--- config.mk ---
export PLATFORM = sky130hd
export DESIGN_NAME = ddr2_sys_st_timing_fifo_adt
export DESIGN_NICKNAME = d
export VERILOG_FILES = /design/src/rtl/ddr2_sys_st_timing_fifo_adt.sv
export SDC_FILE = /design/constraint.sdc
export NUM_CORES = 1
export LEC_CHECK = 0
export CAP_MARGIN = 25
export CORE_MARGIN = 1
export CORE_UTILIZATION = 35
export CTS_CLUSTER_DIAMETER = 150
export DETAILED_ROUTE_END_ITERATION = 7
export SLEW_MARGIN = 20
export SYNTH_ARGS = -nofsm -noshare
export SYNTH_HDL_FRONTEND = slang
export SYNTH_SLANG_ARGS = --single-unit
--- constraint.sdc ---
create_clock -name clk -period 2.95 [get_ports clk]
set_input_delay 0.7375 -clock clk [delete_from_list [all_inputs] [get_ports clk]]
set_output_delay 0.7375 -clock clk [all_outputs]
set_load 0.02 [all_outputs]
--- src/rtl/ddr2_sys_st_timing_fifo_adt.sv ---
// ddr2_sys_st_timing_fifo_adt
// Avalon-ST timing adapter: takes beats from a source that ignores backpressure
// and holds them in a DEPTH-entry show-ahead FIFO until the sink accepts them.
// in_ready is advisory only (almost-full). A beat that arrives when the FIFO
// cannot take it is dropped, and the sticky overflow flag is set.
// Optional build macro ST_TIMING_FIFO_DROP_CNT_EN: when defined, drop_cnt is a
// saturating 16-bit count of dropped beats. When undefined, drop_cnt is tied to 0.
module ddr2_sys_st_timing_fifo_adt #(
  parameter int unsigned DATA_W    = 8,
  parameter int unsigned DEPTH     = 8,
  parameter int unsigned AF_MARGIN = 2
) (
  input  logic                     clk,
  input  logic                     reset,
  input  logic                     in_valid,
  input  logic [DATA_W-1:0]        in_data,
  output logic                     in_ready,
  output logic                     out_valid,
  output logic [DATA_W-1:0]        out_data,
  input  logic                     out_ready,
  input  logic                     clr_overflow,
  output logic                     overflow,
  output logic [$clog2(DEPTH):0]   level,
  output logic [15:0]              drop_cnt
);

  localparam int unsigned AW = $clog2(DEPTH);
  localparam logic [AW:0] FULL_LVL = (AW+1)'(DEPTH);
  // in_ready holds while (DEPTH - level) > AF_MARGIN, i.e. level < DEPTH - AF_MARGIN
  localparam logic [AW:0] AF_LVL   = (AW+1)'(DEPTH - AF_MARGIN);

  logic [DATA_W-1:0] r_mem [DEPTH];
  logic [AW-1:0]     r_wr_ptr;
  logic [AW-1:0]     r_rd_ptr;
  logic [AW:0]       r_level;
  logic              r_overflow;

  logic w_pop;
  logic w_push;
  logic w_drop;

  // Handshake decode from the registered occupancy
  always_comb begin
    w_pop  = (r_level != '0) && out_ready;
    w_push = in_valid && ((r_level != FULL_LVL) || w_pop);
    w_drop = in_valid && !w_push;
  end

  // Payload storage; contents are deliberately not reset
  always_ff @(posedge clk) begin
    if (w_push && !reset)
      r_mem[r_wr_ptr] <= in_data;
  end

  // Pointers and occupancy
  always_ff @(posedge clk) begin
    if (reset) begin
      r_wr_ptr <= '0;
      r_rd_ptr <= '0;
      r_level  <= '0;
    end else begin
      if (w_push)
        r_wr_ptr <= r_wr_ptr + AW'(1);
      if (w_pop)
        r_rd_ptr <= r_rd_ptr + AW'(1);
      unique case ({w_push, w_pop})
        2'b10:   r_level <= r_level + (AW+1)'(1);
        2'b01:   r_level <= r_level - (AW+1)'(1);
        default: r_level <= r_level;
      endcase
    end
  end

  // Sticky overflow; a drop in the clear cycle wins
  always_ff @(posedge clk) begin
    if (reset)
      r_overflow <= 1'b0;
    else if (w_drop)
      r_overflow <= 1'b1;
    else if (clr_overflow)
      r_overflow <= 1'b0;
  end

`ifdef ST_TIMING_FIFO_DROP_CNT_EN
  logic [15:0] r_drop_cnt;

  // Saturating dropped-beat counter; clear restarts the count at this cycle's drop
  always_ff @(posedge clk) begin
    if (reset)
      r_drop_cnt <= '0;
    else if (clr_overflow)
      r_drop_cnt <= {15'd0, w_drop};
    else if (w_drop && (r_drop_cnt != '1))
      r_drop_cnt <= r_drop_cnt + 16'd1;
  end

  // Counter output
  always_comb drop_cnt = r_drop_cnt;
`else
  // No counter in this build
  always_comb drop_cnt = '0;
`endif

  // Output decode, all from registers
  always_comb begin
    level     = r_level;
    out_valid = (r_level != '0);
    out_data  = r_mem[r_rd_ptr];
    in_ready  = (r_level < AF_LVL);
    overflow  = r_overflow;
  end

endmodule

* After elaboration in Yosys (flattened, before gate mapping)
Memory sizes are Yosys's and may differ from the RTL's. A register that Yosys moved wholly into a read port is not among the register bits.
Cells that the tools add are included.
W data, S select, Z words.
** Word-level totals
- Register bits after elaboration :: 11
- Bits in writable memories :: 64
- Input bits :: 13
- Logic and storage cells :: 30
- Memories kept :: 1
** Cells by class
- Add/subtract/negate cells :: 4
- Magnitude comparators :: 1
- Eq/ne operators :: 3
- Muxes and demuxes :: 7
- Reductions and logical operators :: 10
** Memories
- r_mem :: depth 8, bits a word 8, rd ports 1, clocked after memory_dff 1, wr ports 1, RTL line 32 : logic [DATA_W-1:0] r_mem [DEPTH];
** Operator list (count)
- $pmux W4 S2 :: 1
- $add A3 B1 Y3 const B :: 2
- $mux W3 :: 2
- $add A4 B1 Y4 const B :: 1
- $logic_and A1 B1 Y1 :: 4
- $lt A4 B3 Y1 const B :: 1
- $mux W1 :: 4
- $ne A4 B4 Y1 const B :: 1
- $reduce_bool A2 Y1 :: 2
- $reduce_bool A4 Y1 :: 1
- $sub A4 B1 Y4 const B :: 1
- $eq A2 B1 Y1 const B :: 1
- $eq A2 B2 Y1 const B :: 1
- $logic_not A1 Y1 :: 2
- $logic_or A1 B1 Y1 :: 1

* Depth between registers and ports, before layout
Gate-level depths: netlist of run 1.
- Depth in word-level cells :: 7
- Depth in mapped cells :: 9
- Gate-level depth less buffers :: 9

* Worst setup path after synthesis of run 1
No wires, ideal clock.
- Path type :: input to register
- Start point :: in in_valid
- End point :: mem r_mem[0][0], enable pin
- Setup time :: 0.398 ns
- Data arrival time :: 2.117 ns
- Setup slack :: 0.436 ns
- Stages :: 3
- Path buffers :: 1
- Path through :: clkbuf_1 -> o21ai_4 -> nor4b_1
** Between the ends
- Word-level cells in the longest chain between the ends :: 4
** RTL lines
- start, declared :: RTL line 15 : input logic in_valid,
- $logic_and A1 B1 Y1 :: RTL line 45 : w_push = in_valid && ((r_level != FULL_LVL) || w_pop);
- $logic_and A1 B1 Y1 :: RTL line 51 : if (w_push && !reset)
- $mux W1 :: RTL line 51
- $mux W1 (implied by the code) :: RTL line 52 : r_mem[r_wr_ptr] <= in_data;
- end, declared :: RTL line 32
Every way passes these cells.

==> reports/results.tsv, run 1 <==
stage	metric	value	unit
worst_setup_path	Crit Path Class	reg2out	
timing	fin crit share	94.9	%
drt	First DRT Iteration DRCs	40	
floorplan	initial core utilization	36.4	%
run_status	status	finished, final reports clean	
timing	max frequency	357	MHz
timing	Clock Skew	0.00705	ns
worst_setup_path	FF-to-FF path depth	9	
worst_setup_path	Worst setup SP type	register	
global_route	GRT overflow	0	
synth	top_reg_cell synth	edfxtp_1	
worst_setup_path	Critical Path Stages	4	
global_route	vias in the first global route	1710	
timing	Slew Viols, Final	0	
global_route	GR met1 Demand/Resource	14.9	%
worst_setup_path	Worst setup endpoint	out_data[7]	
placement	DP HPWL	3.67	mm
worst_setup_path	CP Buf/Inv Count	2	
drt	First-pass DRT Iterations	4	
synth	top post-synthesis cells by count	64 x edfxtp_1, 17 x nor2_1, 16 x buf_4, 16 x mux4_1, 14 x dfxtp_1	
synth	Warnings, synthesis	0	
timing	setup TNS	0	ns
placement	placed cells	360	
timing	Slew Limit Headroom	45.1	%
synth	count of cell types in the netlist	40	
worst_setup_path	Crit path max-delay family	multiplexers	
synth	Post-Syn Area	0.00339	mm2
worst_setup_path	Worst setup EP type	output port	
worst_setup_path	critical path peak fanout	16	
global_route	M2 GR Usage	19.8	%
clocking	clk_lat worst skew	0.35	ns
synth	sequential-to-total area share from yosys stat	64.9	%
cells_and_area	final cell count without fillers	375	
clocking	CTS Buf Count	9	
global_route	first-pass GRT wire length	8.78	mm
worst_setup_path	worst r2r dst	level[3]$_SDFFE_PP0P_	
pwr	Max VDD drop	414	uV
pwr	Lkg Pwr	1.42	nW
job	number of max-cap violations	0	
timing	Final min period	2.80	ns
cells_and_area	Layout Nets	260	
placement	Buffers on Ports	27	
pwr	Cell Pwr Density	816	mW/mm2
worst_setup_path	reg2reg setup slack	0.67	ns
floorplan	Die H	100	um
timing	setup ws final	0.149	ns
drt	DR vias	1737	
global_route	met3 Use GR	4.92	%
global_route	Total GRT Usage	12.2	%
synth	number of synthesized flops with an enable pin	64	
global_route	GRT Max-Usage Layer	met2	
clocking	CTS tree	yes	
worst_setup_path	slowest stage delay, CP	0.57	ns
timing	Setup-failing EPs final	0	
floorplan	Core Box Area	0.00933	mm2
synth	Synth async-reset ratio	0	%
global_route	antenna violations before repair	0	
clocking	clock sinks	78	
clocking	H-tree depth	3	
pwr	total power	3.33	mW
floorplan	die area	0.0101	mm2
floorplan	# IOs	44	
floorplan	Rows	35	
synth	largest area contributor in the netlist	edfxtp_1	
floorplan	die width	100	um
worst_setup_path	critical path, cell by cell	buf_12 > mux4_1 > mux2_2 > dlygate4sd2_1	
worst_setup_path	Worst path slowest cell	mux4_1	
drt	DRT Wirelength	5.59	mm
timing	RSZ-0062 raised after global routing	false	
drt	Vias/cell	4.63	
clocking	Clk pin slew, worst setup/hold paths	0.08	ns
worst_setup_path	Req. time, crit path	2.21	ns
cells_and_area	diode count	0	
clocking	root buffer cell	clkbuf_8	
placement	GPL Wtd Cong	0.736	
synth	top-area cell type share of the netlist area	56.6	%
drt	WL per Instance	14.9	um
timing	final hold vios	0	
synth	synth top area cells	edfxtp_1 57%, mux4_1 12%, dfxtp_1 8.3%	
global_route	largest net degree at the start of global routing	17	
cells_and_area	layout cell share with drive strength beyond 1	17.5	%
placement	dpl ws	0.0879	ns
synth	synthesized area per cell	17.1	um2
synth	Mapped Cells	199	
clocking	maximum clock insertion buffer count	2	
worst_setup_path	worst r2r src	level[2]$_SDFFE_PP0P_	
synth	top-count cell post-synth	edfxtp_1	
worst_hold_path	worst hold path type	reg2reg	
worst_setup_path	Data arrival, critical path	2.06	ns
synth	#FFs+latches synth	78	
timing	Worst-Margin Slew	0.821	ns
drt	post-route ant nets	0	
clocking	Post-CTS Hold Buffers	0	
drt	Residual DRC	0	
cells_and_area	Area growth, synth to finish	20.2	%
==> worst min-delay path by stage <==
stage	start	endpoint	depth (start not counted)
finish	overflow$_SDFFE_PP0P_	overflow$_SDFFE_PP0P_	2
global route	overflow$_SDFFE_PP0P_	overflow$_SDFFE_PP0P_	2
CTS	overflow$_SDFFE_PP0P_	overflow$_SDFFE_PP0P_	2
detailed placement	overflow$_SDFFE_PP0P_	overflow$_SDFFE_PP0P_	2
global placement	overflow$_SDFFE_PP0P_	overflow$_SDFFE_PP0P_	2
floorplan	r_rd_ptr[2]$_SDFFE_PP0N_	register	2
==> cell type report <==
cell class | instances | area (um2)
fill | 852 | 5250
sequential | 78 | 2200
multi-input combinational | 107 | 1060
timing repair buffer | 41 | 378
tap | 129 | 161
clock inverter | 6 | 135
clock buffer | 9 | 124
inverter | 5 | 18.8
==> per-stage QoR <==
step           utilization (%)  cell area (um2)  hold WS (ns)
6_report                  43.7             4080         0.496
5_1_grt                   43.7             4080         0.539
4_1_cts                   43.7             4080         0.501
3_5_place_dp              41.0             3830         0.476
3_3_place_gp              41.0             3830         0.477
2_1_floorplan                -             3450         0.485
==> power by group <==
| group | total (mW) | switching (mW) | internal, mW |
|---|---|---|---|
| logic | 0.982 | 0.484 | 0.498 |
| registers | 1.34 | 0.0814 | 1.26 |
| clock network | 1.00 | 0.361 | 0.642 |
==> worst min-delay path, delay by kind of cell (launching register included) <==
family	cells	cell delay, ns
flops	1	0.34
simple gates	1	0.07
compound gates	1	0.05
==> cells by family (layout without fill, tap and decap cells) <==
kind of cell	count (synthesis)	in the layout	share of synthesized area, %
compound gates	13	13	3.47
flops	78	78	64.9
mux	28	28	16.2
simple gates	38	38	5.68
other cells	1	16	0.111
buf+inv	29	61	5.75
xor+xnor	7	7	1.81
fa+ha+maj	5	5	2.06
==> state kept, by name, indices dropped and copies added, names as in the netlist, named ones only <==
register and flops:
r_rd_ptr 3, r_mem 64, overflow 1, level 4
r_wr_ptr 3
==> repair_timing <==
action / in CTS / in global routing
setup endpoints to repair: 8 / 0
resized for setup: 8 / 0
hold endpoints to repair: 0 / 0
setup buffers: 0 / 0
==> routing by layer <==
layer | vias up | share of wire, %
met1 | 859 | 47
li1 | 827 | -
met2 | 43 | 47
met3 | 8 | 4.8
met4 | 0 | 1.4
met5 | - | 0
==> layout by cell type, fill, tap and decap left out, types with 4 or more instances in the layout <==
| cell | count |
|---|---|
| inv_1 | 5 |
| buf_4 | 13 |
| clkbuf_8 | 9 |
| mux2_2 | 8 |
| conb_1 | 16 |
| nor3_1 | 4 |
| nor2_1 | 17 |
| mux2i_1 | 4 |
| mux4_1 | 16 |
| clkdlybuf4s50_1 | 19 |
| dlygate4sd2_1 | 8 |
| ha_1 | 4 |
| nand2_1 | 4 |
| bufinv_16 | 4 |
| edfxtp_1 | 64 |
| dfxtp_1 | 14 |
| xor2_1 | 4 |
Note: power is estimated with default switching activity, not from simulation.
==> run 2: changes to the inputs <==
--- a/config.mk
+++ b/config.mk
@@ -6,6 +6,7 @@
 export NUM_CORES = 1
 export LEC_CHECK = 0
 export CAP_MARGIN = 25
+export CORE_ASPECT_RATIO = 1.1
 export CORE_MARGIN = 1
 export CORE_UTILIZATION = 35
 export CTS_CLUSTER_DIAMETER = 150
@@ -14,3 +15,4 @@
 export SYNTH_ARGS = -nofsm -noshare
 export SYNTH_HDL_FRONTEND = slang
 export SYNTH_SLANG_ARGS = --single-unit
+export TNS_END_PERCENT = 20
==> reports/results.tsv, run 2 (same netlist as run 1, synthesis figures left out) <==
stage	metric	value	unit	change
run_status	status	finished, final reports clean		
clocking	CTS Buf Count	9		unchanged
timing	Worst-Margin Slew	0.832	ns	+0.0116 ns
cells_and_area	Area growth, synth to finish	18.4	%	
worst_hold_path	worst hold path type	reg2reg		
worst_setup_path	Worst setup EP type	output port		
pwr	Lkg Pwr	1.40	nW	-1.5%
clocking	root buffer cell	clkbuf_8		
pwr	Cell Pwr Density	796	mW/mm2	-2.5%
timing	RSZ-0062 raised after global routing	false		
placement	dpl ws	0.149	ns	+0.0606 ns
worst_setup_path	slowest stage delay, CP	0.58	ns	about the same
placement	DP HPWL	3.86	mm	+5.3%
drt	post-route ant nets	0		unchanged
clocking	clock sinks	78		unchanged
job	number of max-cap violations	0		unchanged
global_route	GRT overflow	0		unchanged
cells_and_area	most frequent cells in the layout	64 x edfxtp_1, 19 x clkdlybuf4s50_1, 17 x nor2_1, 16 x mux4_1, 16 x conb_1		
timing	final hold vios	0		unchanged
floorplan	die area	0.0101	mm2	about the same
floorplan	Rows	37		+5.7%
cells_and_area	fill count	861		+1.1%
floorplan	initial core utilization	36.1	%	-0.27 points
worst_setup_path	critical path, cell by cell	buf_12 > mux4_1 > mux2_2 > dlygate4sd2_1		
clocking	CTS tree	yes		
worst_setup_path	Crit Path Class	reg2out		
drt	WL per Instance	16.0	um	+7.3%
worst_setup_path	reg2reg setup slack	0.63	ns	-0.04 ns
drt	First-pass DRT Iterations	4		unchanged
clocking	clk_lat worst skew	0.35	ns	about the same
cells_and_area	Largest Register	r_mem		
worst_setup_path	Data arrival, critical path	2.09	ns	+0.03 ns
global_route	Total GRT Usage	12.8	%	+0.55 points
worst_setup_path	FF-to-FF path depth	9		unchanged
cells_and_area	Layout Nets	259		-0.38%
worst_setup_path	Worst setup SP type	register		
global_route	largest net degree at the start of global routing	17		unchanged
cells_and_area	diode count	0		unchanged
worst_setup_path	Worst setup endpoint	out_data[6]		
timing	fin crit share	95.9	%	+1.0 points
drt	First DRT Iteration DRCs	33		-18%
cells_and_area	footprint of the multi-input gates	0.00106	mm2	unchanged
worst_setup_path	Worst path slowest cell	mux4_1		
pwr	Max VDD drop	388	uV	-6.3%
worst_hold_path	min-delay src	overflow$_SDFFE_PP0P_		
cells_and_area	register area	0.00220	mm2	unchanged
drt	Vias/cell	4.77		+2.9%
clocking	Clk pin slew, worst setup/hold paths	0.08	ns	about the same
worst_setup_path	worst r2r src	level[2]$_SDFFE_PP0P_		
placement	Buffers on Ports	27		unchanged
timing	Clock Skew	0.00898	ns	+0.00193 ns
worst_setup_path	critical path peak fanout	16		unchanged
timing	setup TNS	0	ns	unchanged
worst_setup_path	Req. time, crit path	2.21	ns	about the same
drt	DR vias	1731		-0.35%
drt	DRT Wirelength	5.81	mm	+3.9%
clocking	H-tree depth	3		unchanged
timing	max frequency	353	MHz	-1.0%
global_route	antenna violations before repair	0		unchanged
clocking	Post-CTS Hold Buffers	0		unchanged
cells_and_area	layout cell share with drive strength beyond 1	17.5	%	unchanged
timing	setup ws final	0.120	ns	-0.0296 ns
global_route	first-pass GRT wire length	9.19	mm	+4.7%
floorplan	die width	95.9	um	-4.6%
timing	Slew Viols, Final	0		unchanged
timing	Final min period	2.83	ns	+0.0296 ns
clocking	maximum clock insertion buffer count	2		unchanged
floorplan	Die H	105	um	+4.8%
floorplan	Core Box Area	0.00940	mm2	+0.75%
global_route	vias in the first global route	1790		+4.7%
timing	Setup-failing EPs final	0		unchanged
placement	GPL Wtd Cong	0.810		+10%
floorplan	# IOs	44		unchanged
timing	Slew Limit Headroom	44.3	%	-0.78 points
drt	Residual DRC	0		unchanged
cells_and_area	commonest non-fill, non-tap cell in the layout	edfxtp_1		
worst_setup_path	worst r2r dst	level[3]$_SDFFE_PP0P_		
cells_and_area	max reg flops	64		unchanged
run 2: cell types whose count changed in the layout (fill, tap and decap cells not counted):
cell       previous run  this run
inv_6                 0         1
clkinv_2              0         1
bufinv_16             4         2
clkinv_4              0         1
buf_4                13        12
run 2: timing repair:
action,CTS,global route
buffers inserted,0,0
endpoints found under the setup margin,8,0
gates resized for setup,8,0
run 2: worst min path at each step:
stage	endpoint	cells after the start
after detailed placement	overflow$_SDFFE_PP0P_	2
after global placement	overflow$_SDFFE_PP0P_	2
after floorplan	register	2
after global routing	overflow$_SDFFE_PP0P_	2
after CTS	overflow$_SDFFE_PP0P_	2
final	overflow$_SDFFE_PP0P_	2
run 2: cell type report:
cell class,instances,share of cell area (%)
clock buffer,9,3.08
inverter,5,0.467
multi-input combinational,107,26.3
clock inverter,7,2.43
sequential,78,54.8
timing repair buffer,40,9.22
tap,117,3.64
run 2: stage by stage:
step	area, um2	power (mW)	hold slack, ns	utilization (%)	cells
2_1_floorplan	3450	2.07	0.485	-	214
3_3_place_gp	3810	2.39	0.476	40.5	347
3_5_place_dp	3810	2.40	0.488	40.5	347
4_1_cts	4020	3.23	0.516	42.8	363
5_1_grt	4020	3.36	0.545	42.8	363
6_report	4020	3.20	0.511	42.8	363
run 2: worst max-delay path, delay by kind of cell, from the launching register on:
family                 cells  cell delay (ns)
muxes                      2             0.88
DFF                        1             0.37
buffers and inverters      2             0.50
run 2: power breakdown:
group,total (mW),switching (mW),internal [mW]
clock,0.868,0.389,0.478
combinational,0.984,0.486,0.498
sequential,1.34,0.0845,1.26
run 2: per-layer routing:
| layer | share of wire [%] | vias up | global-route usage [%] |
|---|---|---|---|
| li1 | - | 829 | - |
| met5 | 0 | - | 0 |
| met4 | 2.0 | 0 | 7.36 |
| met2 | 50 | 35 | 20.6 |
| met1 | 44 | 856 | 15.6 |
| met3 | 3.5 | 11 | 2.89 |
==> run 3: changes to the inputs <==
--- a/config.mk
+++ b/config.mk
@@ -5,12 +5,14 @@
 export SDC_FILE = /design/constraint.sdc
 export NUM_CORES = 1
 export LEC_CHECK = 0
+export ABC_CLOCK_PERIOD_IN_PS = 2950
 export CAP_MARGIN = 25
 export CORE_ASPECT_RATIO = 1.1
 export CORE_MARGIN = 1
 export CORE_UTILIZATION = 35
 export CTS_CLUSTER_DIAMETER = 150
 export DETAILED_ROUTE_END_ITERATION = 7
+export HOLD_SLACK_MARGIN = 0.02
 export SLEW_MARGIN = 20
 export SYNTH_ARGS = -nofsm -noshare
 export SYNTH_HDL_FRONTEND = slang
==> results of run 3 <==
No change in the layout: final DEF, timing and power equal those of run 2.
